### src/rtl/reset_sequencer.sv
// reset_sequencer: lock-qualified, staggered reset generator.
// Holds NCH reset domains asserted until the reset release and the clock-source
// lock have both been synchronised, waits HOLD cycles, then releases the domains
// one by one in index order, STAGGER cycles apart. A lock loss or a soft-reset
// request re-asserts every domain and re-runs the sequence.
module reset_sequencer #(
  parameter int NCH     = 2,
  parameter int HOLD    = 64,
  parameter int STAGGER = 16,
  parameter int SYNC    = 2
) (
  input  logic           i_clk,
  input  logic           i_rst_n,
  input  logic           i_pll_lock,
  input  logic           i_soft_rst,
  output logic [NCH-1:0] o_rst,
  output logic           o_ready
);

  localparam int CNT_MAX = (HOLD > STAGGER) ? HOLD : STAGGER;
  localparam int CNT_W   = $clog2(CNT_MAX + 1);
  localparam int IDX_W   = $clog2(NCH + 1);

  localparam logic [CNT_W-1:0] HOLD_LAST = CNT_W'(HOLD - 1);
  localparam logic [CNT_W-1:0] STAG_LAST = CNT_W'(STAGGER - 1);
  localparam logic [IDX_W-1:0] IDX_LAST  = IDX_W'(NCH - 1);

  typedef enum logic [1:0] {
    S_WAIT_LOCK = 2'd0,
    S_HOLD      = 2'd1,
    S_STAGGER   = 2'd2,
    S_RUN       = 2'd3
  } state_t;

  // Synchroniser chains
  logic [SYNC-1:0] r_rst_sync;
  logic [SYNC-1:0] r_lock_sync;
  logic            w_rst_ok;
  logic            w_lock_s;

  // FSM registers and their next values
  state_t           r_state;
  state_t           w_state_next;
  logic [CNT_W-1:0] r_cnt;
  logic [CNT_W-1:0] w_cnt_next;
  logic [IDX_W-1:0] r_idx;
  logic [IDX_W-1:0] w_idx_next;
  logic [NCH-1:0]   r_rst;
  logic [NCH-1:0]   w_rst_next;
  logic             r_ready;
  logic             w_ready_next;

  // One-hot select of the channel that r_idx points at
  logic [NCH-1:0]   w_sel;

  assign w_rst_ok = r_rst_sync[SYNC-1];
  assign w_lock_s = r_lock_sync[SYNC-1];

  for (genvar gi = 0; gi < NCH; gi++) begin : g_sel
    assign w_sel[gi] = (r_idx == IDX_W'(gi));
  end

  // Reset-release synchroniser: shifts ones in after i_rst_n deasserts
  always_ff @(posedge i_clk or negedge i_rst_n) begin
    if (!i_rst_n) begin
      r_rst_sync <= '0;
    end else begin
      r_rst_sync <= {r_rst_sync[SYNC-2:0], 1'b1};
    end
  end

  // Lock synchroniser: only its last stage is used by the FSM
  always_ff @(posedge i_clk or negedge i_rst_n) begin
    if (!i_rst_n) begin
      r_lock_sync <= '0;
    end else begin
      r_lock_sync <= {r_lock_sync[SYNC-2:0], i_pll_lock};
    end
  end

  // FSM state, counters and registered reset outputs
  always_ff @(posedge i_clk or negedge i_rst_n) begin
    if (!i_rst_n) begin
      r_state <= S_WAIT_LOCK;
      r_cnt   <= '0;
      r_idx   <= '0;
      r_rst   <= '1;
      r_ready <= 1'b0;
    end else begin
      r_state <= w_state_next;
      r_cnt   <= w_cnt_next;
      r_idx   <= w_idx_next;
      r_rst   <= w_rst_next;
      r_ready <= w_ready_next;
    end
  end

  // Next-state logic: lock loss beats soft reset beats normal sequencing
  always_comb begin
    w_state_next = r_state;
    w_cnt_next   = r_cnt;
    w_idx_next   = r_idx;
    w_rst_next   = r_rst;
    w_ready_next = r_ready;

    if (r_state == S_WAIT_LOCK) begin
      w_rst_next   = '1;
      w_ready_next = 1'b0;
      if (w_rst_ok && w_lock_s) begin
        w_state_next = S_HOLD;
        w_cnt_next   = '0;
        w_idx_next   = '0;
      end
    end else if (!w_lock_s) begin
      w_state_next = S_WAIT_LOCK;
      w_rst_next   = '1;
      w_ready_next = 1'b0;
      w_cnt_next   = '0;
      w_idx_next   = '0;
    end else if (i_soft_rst) begin
      // Partial counts are discarded and released channels are reasserted
      w_state_next = S_HOLD;
      w_rst_next   = '1;
      w_ready_next = 1'b0;
      w_cnt_next   = '0;
      w_idx_next   = '0;
    end else begin
      case (r_state)
        S_HOLD: begin
          if (r_cnt == HOLD_LAST) begin
            w_rst_next[0] = 1'b0;
            w_cnt_next    = '0;
            w_idx_next    = IDX_W'(1);
            if (NCH == 1) begin
              w_state_next = S_RUN;
              w_ready_next = 1'b1;
            end else begin
              w_state_next = S_STAGGER;
            end
          end else begin
            w_cnt_next = r_cnt + CNT_W'(1);
          end
        end
        S_STAGGER: begin
          if (r_cnt == STAG_LAST) begin
            w_rst_next = r_rst & ~w_sel;
            w_cnt_next = '0;
            w_idx_next = r_idx + IDX_W'(1);
            if (r_idx == IDX_LAST) begin
              w_state_next = S_RUN;
              w_ready_next = 1'b1;
            end
          end else begin
            w_cnt_next = r_cnt + CNT_W'(1);
          end
        end
        S_RUN: begin
          w_rst_next   = '0;
          w_ready_next = 1'b1;
        end
        default: begin
          w_state_next = S_WAIT_LOCK;
          w_rst_next   = '1;
          w_ready_next = 1'b0;
        end
      endcase
    end
  end

  assign o_rst   = r_rst;
  assign o_ready = r_ready;

endmodule

### config.mk
export PLATFORM = sky130hd
export DESIGN_NAME = reset_sequencer
export DESIGN_NICKNAME = d
export VERILOG_FILES = /design/src/rtl/reset_sequencer.sv
export SDC_FILE = /design/constraint.sdc
export NUM_CORES = 1
export LEC_CHECK = 0
export ABC_AREA = 0
export BUFFER_PORTS_ARGS = -buffer_cell sky130_fd_sc_hd__buf_4
export CAP_MARGIN = 10
export CORE_MARGIN = 2
export CORE_UTILIZATION = 52
export CTS_CLUSTER_DIAMETER = 80
export DETAILED_ROUTE_END_ITERATION = 10
export PLACE_DENSITY_LB_ADDON = 0.05
export SETUP_SLACK_MARGIN = 0.2
export SLEW_MARGIN = 40
export SYNTH_ARGS = -nofsm -noshare
export SYNTH_HDL_FRONTEND = slang
export SYNTH_SLANG_ARGS = --single-unit
### constraint.sdc
create_clock -name i_clk -period 1.8 [get_ports i_clk]
set_input_delay 0.09 -clock i_clk [delete_from_list [all_inputs] [get_ports i_clk]]
set_output_delay 0.09 -clock i_clk [all_outputs]
set_load 0.03 [all_outputs]
# After elaboration in Yosys (flattened, before gate mapping)
# Cells that the tools add are included.
word_totals:
  register_bits: 18
  out_inout_bits: 3
  in_bits: 4
classes:
  eq_ne: 13
  n_addsub: 2
  muxes: 35
  bitwise: 2
  n_reduce_logical: 9
op_table:
  columns: ["cell", "n"]
  rows:
  - ["2-to-1 mux 7 bit", 6]
  - ["2-to-1 mux 2 bit", 17]
  - ["inequality test 5 bit (second input constant)", 3]
  - ["one-hot mux 7 bit (2 select lines)", 1]
  - ["one-hot mux 1 bit (3 select lines)", 3]
  - ["inequality test 4 bit (second input constant)", 2]
  - ["adder 7 x 1 -> 7 bit (second input constant)", 1]
  - ["== test 7 x 4 -> 1 bit (second input constant)", 1]
  - ["== test 7 x 6 -> 1 bit (second input constant)", 1]
  - ["2-to-1 mux 1 bit", 6]
  - ["one-hot mux 2 bit (3 select lines)", 1]
  - ["AND reduction 2 bit", 3]
  - ["inequality test 5 x 2 -> 1 bit (second input constant)", 1]
  - ["AND reduction 5 bit", 1]
  - ["== test 2 x 1 -> 1 bit (second input constant)", 2]
  - ["== test 2 bit (second input constant)", 2]
  - ["logical NOT 2 bit", 2]
  - ["one-hot mux 2 bit (2 select lines)", 1]
  - ["AND reduction 4 bit", 1]
  - ["AND reduction 3 bit", 1]
  - ["adder 2 x 1 -> 2 bit (second input constant)", 1]
  - ["bitwise AND 2 bit", 1]
  - ["inequality test 2 x 1 -> 1 bit (second input constant)", 1]
  - ["NOT 2 bit", 1]
  - ["logical AND 1 bit", 1]

# Longest topological paths before layout
# Gate-level depths: netlist of run 1.
logic_depth:
  depth_word: 8
  depth_mapped: 7
  mapped_depth_nobuf: 6

# Worst setup path before layout of run 1
# OpenSTA, ideal clock, no wires.
synth_path:
  kind: "register to register"
  from: "register r_state[0]"
  to: "register r_idx[1]"
  slack_ps: 0
  t_arrival_ps: 1675
  stages_incl_launch_ff: 8
  path_cell_list: "dfrtp_1 > inv_1 > ha_1 > or3b_1 > buf_6 > o31ai_4 > a21oi_2 > mux2i_1"
synth_via:
  elab_chain_cells: 5
  word_cells_on_any_way: 12
synth_lines:
  columns: ["item", "line", "source"]
  rows:
  - ["start, declared", "42", "state_t r_state;"]
  - ["start signal, assigned", "90", "r_state <= w_state_next;"]
  - ["== test 2 bit or == test 2 x 1 -> 1 bit (tied branches)", "128", "case (r_state)"]
  - ["one-hot mux 2 bit (2 select lines)", "128", null]
  - ["2-to-1 mux 2 bit", "120", "end else if (i_soft_rst) begin"]
  - ["2-to-1 mux 2 bit", "114", "end else if (!w_lock_s) begin"]
  - ["2-to-1 mux 2 bit", "106", "if (r_state == S_WAIT_LOCK) begin"]
  - ["end signal, assigned", "92", "r_idx <= w_idx_next;"]
  - ["end, declared", "46", "logic [IDX_W-1:0] r_idx;"]
# Several ways; a longest one is shown, not always the timed one.
# A chain may end at the register's enable or synchronous reset.

# Worst setup path after layout of run 1
layout_path:
  from: "register r_state[0]"
  to: "register r_cnt[4]"
layout_via:
  elab_chain_cells: 5
  word_cells_on_any_way: 10
layout_lines:
  columns: ["item", "line", "source"]
  rows:
  - ["== test 2 bit or == test 2 x 1 -> 1 bit (tied branches)", "128", null]
  - ["one-hot mux 7 bit (2 select lines)", "128", null]
  - ["2-to-1 mux 7 bit", "120", null]
  - ["2-to-1 mux 7 bit", "114", null]
  - ["2-to-1 mux 7 bit", "106", null]
  - ["end signal, assigned", "91", "r_cnt <= w_cnt_next;"]
  - ["end, declared", "44", "logic [CNT_W-1:0] r_cnt;"]
# Several ways; a longest one is shown, not always the timed one.

==> out/metrics.csv, run 1 <==
metric,value,unit
grt_pass1_vias,953,
cts.sinks,18,
crit_fanout,8,
slew_viol_final,0,
grt_pass1_wl,4.26,mm
synthFlopType,dfrtp_1,
max_freq,0.584,GHz
htree_levels,1,
tns,0,ns
clockBufferDepth,2,
cp_data_required_time,2.03,ns
floorplan.rows,16,
dpl_worst_slack,-0.0633,ns
fp.dieArea,2470,um2
die_w,49.7,um
fin_ws,0.0884,ns
p_per_area,1390,nW/um2
yosysUniqueCellTypes,43,
root_buffer,clkbuf_4,
yosysWarnings,0,
rsz0062_at_grt,true,
antenna_cells,0,
chipHeight,49.7,um
synth_xor_area_frac,0.00806,
netlist.area_leader.share,0.368,
grtUsageTotal,0.228,
wire_per_inst,15.6,um
routed_wl,2.56,mm
grt_overflow_total,0,
ir_drop,1.15,mV
skew,0.00255,ns
synth_area,1090,um2
setup_viol,0,
place.port_buffers,6,
cts_inserted_buffers,3,
synth_simple_gate_area_frac,0.196,
syn_inst,113,
drcViolationCount,0,
maxCapViolCount,0,
clk_pin_slew,0.11,ns
cts_tree,yes,
synth_top_family_by_area,compound AO/OA/AOI/OAI gates,
nets,150,
fin_crit_sh,0.951,
crit_path_end_kind,flip-flop,
power_leakage,0.606,nW
nFillCells,154,
viasPerCell,5.82,
drive_gt1_frac,0.409,
clk_latency,0.30,ns
fin_hold_ws,0.185,ns
finalHoldViolations,0,
ys_async_sr_fraction,1.00,
fin_total_pwr,0.00202,W
crit_type,reg2reg,
post_dp_cell_area,1220,um2
finalWeightedCongestion,0.839,
synthMuxAreaShare,0.0276,
initial_core_util,0.554,
firstDrtPassIters,4,
hold_path_class,in2async,
run_status,finished clean,
grt_max_degree,19,
drt_iter0_drc,23,
place_hpwl,1.76,mm
ys_ff_latch,18,
area_delta_synth_final,33.6,%
ios,7,
ys_seq_area_frac,0.417,
synth_area_leaders,"dfrtp_1, ha_1, dfstp_2",
syn_avg_cell_area,9.62,um2
synth_fa_ha_area_frac,0.0921,
arrival,1.94,ns
antenna_found_initial,0,
post-route-min-period,1.71,ns
vias,954,
syn-num-nets,125,
final_area,1450,um2
drtAntennaViolNets,0,
startpoint_type,flip-flop,
synth_edf_count,0,
synth_compound_area_frac,0.211,
yosysTopAreaCell,dfrtp_1,
fp.coreArea,1960,um2
[kinds of logic (layout without fill, tap and decap cells)]
logic type / count (synthesis) / count (layout)
and+or+nand+nor: 40 / 40
AOI/OAI and AO/OA: 31 / 31
DFF: 18 / 18
buffers and inverters: 11 / 35
adders and majority gates: 8 / 8
muxes: 3 / 3
other: 1 / 1
xor gates and xnor gates: 1 / 1
[power breakdown]
group	internal [W]	total (W)	leakage, nW	switching, W
sequential	0.000476	0.000522	0.231	0.0000456
clock	0.000123	0.000258	0.0210	0.000134
combinational	0.000575	0.00124	0.354	0.000663
total	0.00117	0.00202	0.606	0.000843
[cells in the final DEF, fill, tap and decap left out, drive strengths merged, types with 2 or more instances in the layout]
cell type    synthesis  routed
inv                  7       7
nand2                9       9
buf                  2      22
nor2                 9       9
nor3                 4       4
o22ai                2       2
clkbuf               2       4
mux2i                3       3
nand3b               2       2
o211ai               2       2
and2                 2       2
a21oi                7       7
dfstp                2       2
ha                   8       8
dlygate4sd3          0       2
o21ai                7       7
nor2b                2       2
nand3                6       6
dfrtp               16      16
[routing by layer]
metal | GRT usage | wire length, um | vias to the layer above
met4 | 0.106 | 99 | 0
li1 | - | - | 457
met3 | 0.0455 | 89 | 11
met1 | 0.273 | 1080 | 466
met5 | 0 | 0 | -
met2 | 0.389 | 1290 | 20
[registers in the layout, indices dropped and copies added (netlist names)]
name,cells
o_ready,1
r_lock_sync,2
r_cnt,7
r_idx,2
o_rst,2
r_rst_sync,2
r_state,2
[path summary, 6_finish.rpt]
| kind | start | end | slack (ns) | depth (start not counted) |
|---|---|---|---|---|
| setup reg to reg | r_state[0] | r_cnt[4] | 0.09 | 7 |
| hold / removal | i_rst_n | r_cnt[0] | 0.19 | 2 |
| hold reg to reg | r_rst_sync[0] | r_rst_sync[1] | 0.36 | 0 |
| setup / recovery | r_state[0] | r_cnt[4] | 0.09 | 7 |
| max in group asynchronous | i_rst_n | o_rst[0] | 1.35 | 2 |
| min in group i_clk | i_soft_rst | o_rst[1] | 0.21 | 4 |
[what timing repair did]
item                       CTS  global route
setup buffers                6             1
hold endpoints to repair    19             0
resized for setup           17            15
hold buffers                 2             0
setup endpoints to repair   14            14
cloned                       0             0
pin swaps                    6             6
[metrics by stage]
step           utilization  instances
2_1_floorplan            -        113
3_3_place_gp         0.623        151
3_5_place_dp         0.623        151
4_1_cts              0.708        163
5_1_grt              0.740        164
6_report             0.740        164
[critical path: stages (launching register included)]
cell and delay (ns):
dfrtp_1 0.37, inv_2 0.07, ha_4 0.16, or3b_4 0.40
buf_8 0.15, nor2_4 0.21, o211ai_1 0.12, mux2i_1 0.15
[synth_stat cells (3+ instances only)]
master / instances
dfrtp_1: 16
nand2_1: 9
ha_1: 8
nor2_1: 8
inv_1: 7
nand3_1: 6
a21oi_1: 5
o21ai_0: 5
nor3_1: 4
mux2i_1: 3
[cell type report]
cell class	instances	area [um2]	area share
inverters	7	26.3	0.0181
repair buffers	24	196	0.135
multi-input cells	84	707	0.487
clock buffers	4	36.3	0.0250
flip-flops and latches	18	453	0.312
well taps	27	33.8	0.0233
Note: power is estimated with default switching activity, not from simulation.
==> run 2: changes to the inputs <==
--- a/config.mk
+++ b/config.mk
@@ -9,7 +9,7 @@
 export BUFFER_PORTS_ARGS = -buffer_cell sky130_fd_sc_hd__buf_4
 export CAP_MARGIN = 10
 export CORE_MARGIN = 2
-export CORE_UTILIZATION = 52
+export CORE_UTILIZATION = 55
 export CTS_CLUSTER_DIAMETER = 80
 export DETAILED_ROUTE_END_ITERATION = 10
 export PLACE_DENSITY_LB_ADDON = 0.05
==> constraint.sdc (replaced) <==
create_clock -name i_clk -period 1.9 [get_ports i_clk]
set_input_delay 0.095 -clock i_clk [delete_from_list [all_inputs] [get_ports i_clk]]
set_output_delay 0.095 -clock i_clk [all_outputs]
set_load 0.03 [all_outputs]
==> out/metrics.csv, run 2 (same netlist as run 1, synthesis figures left out) <==
metric,value,unit,change
crit_fanout,3,,-5
clockBufferDepth,2,,unchanged
drt_iter0_drc,14,,-39%
tns,0,ns,unchanged
fp.coreArea,1920,um2,-2.0%
grt_pass1_vias,889,,-6.7%
root_buffer,clkbuf_4,,
arrival,1.91,ns,-0.03 ns
hold_path_class,in2reg,,
top_register,r_cnt,,
wire_per_inst,14.8,um,-4.9%
floorplan.rows,16,,unchanged
cts.sinks,18,,unchanged
drcViolationCount,0,,unchanged
use_met1,0.289,,+0.0160
setup_viol,0,,unchanged
htree_levels,1,,unchanged
met2_usage,0.340,,-0.0486
p_per_area,1320,nW/um2,-5.3%
max_freq,0.595,GHz,+1.8%
fin_total_pwr,0.00180,W,-11%
antenna_found_initial,0,,unchanged
place_hpwl,1.64,mm,-6.7%
fin_crit_sh,0.885,,-0.0657
finalWeightedCongestion,0.828,,-1.3%
chipHeight,48.5,um,-2.5%
skew,0.00525,ns,+0.00270 ns
place.port_buffers,6,,unchanged
initial_core_util,0.566,,+0.0115
finalHoldViolations,0,,unchanged
drive_gt1_frac,0.321,,-0.0879
cts_inserted_buffers,3,,unchanged
rsz0062_at_grt,true,,
grt_overflow_total,0,,unchanged
slew_viol_final,0,,unchanged
post-route-min-period,1.68,ns,-0.0297 ns
run_status,finished clean,,
nFillCells,147,,-4.5%
post_dp_cell_area,1200,um2,-1.8%
largest_reg_flops,7,,unchanged
startpoint_type,flip-flop,,
use_met3,0.0340,,-0.0115
fin_hold_ws,0.133,ns,-0.0521 ns
layout_commonest_cell,buf_4,,
ios,7,,unchanged
antenna_cells,0,,unchanged
crit_path_end_kind,flip-flop,,
viasPerCell,5.74,,-1.3%
grt.busiest_layer,met2,,
grtUsageTotal,0.215,,-0.0127
cts_tree,yes,,
clk_latency,0.30,ns,about the same
grt_pass1_wl,3.95,mm,-7.1%
die_w,48.5,um,-2.5%
area_delta_synth_final,26.0,%,
firstDrtPassIters,4,,unchanged
drtAntennaViolNets,0,,unchanged
postLayoutCoreUtil,0.713,,-0.0275
routed_wl,2.39,mm,-6.7%
crit_type,reg2reg,,
fp.dieArea,2350,um2,-5.0%
vias,924,,-3.1%
clk_pin_slew,0.10,ns,about the same
final_area,1370,um2,-5.7%
cp_data_required_time,2.12,ns,+0.09 ns
grt_max_degree,19,,unchanged
power_leakage,0.582,nW,-4.0%
ir_drop,0.779,mV,-32%
most-common-layout-cells,"buf_4, dfrtp_1, nand2_1",,
nets,147,,-2.0%
maxCapViolCount,0,,unchanged
## run 2: changes by cell type in the layout (fill, tap and decap cells not counted), moves of 2 or more
cell,delta
a21oi_2,-5
nand2_1,+2
nand2_2,-2
a21oi_1,+4
buf_4,-2
nor2_4,-3
nor2_1,+2
## run 2: repair_timing
| item | CTS | global route |
|---|---|---|
| hold buffers | 2 | 0 |
| resized for setup | 8 | 8 |
| endpoints found under the setup margin | 13 | 11 |
| pin swaps | 2 | 4 |
| hold endpoints to repair | 19 | 0 |
| buffers inserted | 3 | 4 |
## run 2: routing by layer
layer | routed length, um | up-vias
met2 | 1180 | 20
met1 | 1060 | 448
met4 | 70 | 0
li1 | - | 447
met3 | 80 | 9
met5 | 0 | -
## run 2: cell type report
type,instances,area (um2),area share
clock buffer,4,36.3,0.0265
multi-input combinational,84,654,0.478
timing repair buffer,21,166,0.121
sequential,18,453,0.331
inverter,7,26.3,0.0192
tap,27,33.8,0.0247
## run 2: through the flow
| step | instances | worst slack (ns) |
|---|---|---|
| after floorplan | 113 | 0.141 |
| after global placement | 148 | 0.0951 |
| after detailed placement | 148 | 0.0177 |
| after CTS | 157 | 0.201 |
| after global routing | 161 | 0.142 |
| final | 161 | 0.218 |
## run 2: path summary, 6_finish.rpt
check / slack [ns] / start / end / cells after the start
setup / recovery: 0.22 / r_idx[0] / r_state[1] / 5
max in group asynchronous: 1.46 / i_rst_n / o_rst[1] / 2
hold reg to reg: 0.36 / r_lock_sync[0] / r_lock_sync[1] / 0
min in group asynchronous: 0.19 / i_rst_n / r_cnt[4] / 2
setup reg to reg: 0.22 / r_idx[0] / r_state[1] / 5
hold / removal: 0.13 / i_soft_rst / o_rst[1] / 3
## run 2: report_power, final
part | internal (W) | switching, W
Sequential | 0.000451 | 0.0000437
Combinational | 0.000502 | 0.000568
Clock | 0.000117 | 0.000121
Total | 0.00107 | 0.000733
## run 2: worst max-delay path, cell delays in order, from the launching register on
cell and delay [ns]:
dfrtp_1 0.41, ha_2 0.21, or4bb_1 0.47, o211ai_1 0.28
a21oi_4 0.06, o22ai_1 0.16
==> run 3: changes to the inputs <==
--- a/config.mk
+++ b/config.mk
@@ -9,7 +9,7 @@
 export BUFFER_PORTS_ARGS = -buffer_cell sky130_fd_sc_hd__buf_4
 export CAP_MARGIN = 10
 export CORE_MARGIN = 2
-export CORE_UTILIZATION = 55
+export CORE_UTILIZATION = 49
 export CTS_CLUSTER_DIAMETER = 80
 export DETAILED_ROUTE_END_ITERATION = 10
 export PLACE_DENSITY_LB_ADDON = 0.05
==> out/metrics.csv, run 3 (same netlist as run 1, synthesis figures left out) <==
metric,value,unit,change
hold_path_class,in2reg,,
place.port_buffers,6,,unchanged
viasPerCell,5.80,,+1.0%
postLayoutCoreUtil,0.644,,-0.0687
chipHeight,51.1,um,+5.5%
crit_type,reg2reg,,
max_freq,0.570,GHz,-4.2%
clockBufferDepth,2,,unchanged
crit_fanout,4,,+1
finalWeightedCongestion,0.882,,+6.5%
grtUsageTotal,0.216,,+0.000856
area_delta_synth_final,27.3,%,
routed_wl,2.47,mm,+3.6%
grt_max_degree,19,,unchanged
initial_core_util,0.506,,-0.0596
cp_top_family,simple AND/OR/NAND/NOR gates,,
crit_buf_inv,2,,+2
post-route-min-period,1.76,ns,+0.0740 ns
fp.dieArea,2610,um2,+11%
floorplan.rows,17,,+1
maxCapViolCount,0,,unchanged
grt_pass1_vias,843,,-5.2%
vias,922,,-0.22%
most-common-layout-cells,"dfrtp_1, buf_4, nand2_1",,
grt_pass1_wl,4.04,mm,+2.1%
cp_data_required_time,2.10,ns,-0.02 ns
skew,0.0101,ns,+0.00482 ns
final_area,1380,um2,+1.0%
ff2ff_setup_slack,0.14,ns,-0.07 ns
crit_path_end_kind,flip-flop,,
fin_crit_sh,0.924,,+0.0389
wire_per_inst,15.5,um,+4.9%
slew_viol_final,0,,unchanged
largest_reg_flops,7,,unchanged
root_buffer,clkbuf_4,,
nets,144,,-2.0%
startpoint_type,flip-flop,,
firstDrtPassIters,4,,unchanged
layout_commonest_cell,dfrtp_1,,
drt_iter0_drc,20,,+6
rsz0062_at_grt,true,,
arrival,1.95,ns,+0.04 ns
drtAntennaViolNets,0,,unchanged
die_w,51.1,um,+5.5%
cts_tree,yes,,
nFillCells,182,,+24%
power_leakage,0.577,nW,-0.76%
drive_gt1_frac,0.344,,+0.0226
p_per_area,1330,nW/um2,+0.74%
ios,7,,unchanged
htree_levels,1,,unchanged
antenna_found_initial,0,,unchanged
cp_slowest_cell,dfrtp_1,,
finalHoldViolations,0,,unchanged
crit_chain,inv_2 > ha_4 > or3b_4 > buf_6 > a21oi_4 > and2_4 > o22ai_2,,
clk_pin_slew,0.12,ns,+0.02 ns
place_hpwl,1.67,mm,+1.3%
regArea,453,um2,unchanged
drcViolationCount,0,,unchanged
antenna_cells,0,,unchanged
setup_viol,0,,unchanged
grt_overflow_total,0,,unchanged
ir_drop,1.05,mV,+35%
multiInputGateArea,677,um2,+3.4%
max_stage_delay,0.42,ns,-0.05 ns
fp.coreArea,2150,um2,+12%
cts.sinks,18,,unchanged
clk_latency,0.30,ns,about the same
top_register,r_cnt,,
run_status,finished clean,,
post_dp_cell_area,1190,um2,-1.1%
cts_inserted_buffers,3,,unchanged
==> run 3: changes by cell type in the layout (fill, tap and decap cells not counted), sizes merged <==
cell and delta:
buf -3
==> run 3: report_power, final <==
part           internal, W  leakage (nW)  switching, W
Combinational     0.000488         0.325      0.000591
Clock             0.000117        0.0210      0.000130
Sequential        0.000451         0.231     0.0000570
Total              0.00106         0.577      0.000778
==> run 3: per-layer routing <==
| layer | up-vias | track usage | share of wire | wire length (um) |
|---|---|---|---|---|
| li1 | 441 | - | - | - |
| met1 | 454 | 0.292 | 0.47 | 1170 |
| met2 | 20 | 0.329 | 0.47 | 1170 |
| met3 | 7 | 0.0409 | 0.030 | 75 |
| met4 | 0 | 0.108 | 0.024 | 59 |
| met5 | - | 0 | 0 | 0 |
==> run 3: path summary, 6_finish.rpt <==
path | from | depth (start not counted) | endpoint
setup / recovery | r_state[1] | 7 | r_state[1]
hold / removal | i_soft_rst | 3 | o_rst[1]
setup reg to reg | r_state[1] | 7 | r_state[1]
hold reg to reg | r_rst_sync[0] | 0 | r_rst_sync[1]
max in group asynchronous | i_rst_n | 2 | o_rst[1]
min in group asynchronous | i_rst_n | 2 | r_cnt[4]
==> run 3: stage by stage <==
stage               setup WS (ns)  setup TNS [ns]  hold WS, ns  total power, W  std cells
detailed placement        -0.0352         -0.0361      -0.0193         0.00130        147
global route               0.0735               0        0.161         0.00196        159
global placement           0.0126               0      -0.0219         0.00130        147
finish                      0.144               0        0.144         0.00183        159
floorplan                   0.141               0       -0.201         0.00109        113
CTS                         0.183               0        0.139         0.00174        158
==> run 3: worst reg2reg max path, cell delays in order, from the launching register on <==
cell and delay (ns):
dfrtp_1 0.42, inv_2 0.08, ha_4 0.16, or3b_4 0.40
buf_6 0.15, a21oi_4 0.19, and2_4 0.19, o22ai_2 0.06
==> run 3: repair_timing <==
| item | 4_1_cts | 5_1_grt |
|---|---|---|
| buffers inserted | 5 | 1 |
| hold buffers | 2 | 0 |
| setup endpoints to repair | 14 | 14 |
| endpoints found under the hold margin | 19 | 0 |
| pin swaps | 5 | 8 |
| gates resized for setup | 11 | 10 |
==> run 3: area by class of cell <==
type                            count  area share
Inverter                            7      0.0190
Sequential cell                    18       0.327
Timing Repair Buffer               18       0.113
Multi-Input combinational cell     84       0.489
Clock buffer                        4      0.0262
Tap cell                           28      0.0253
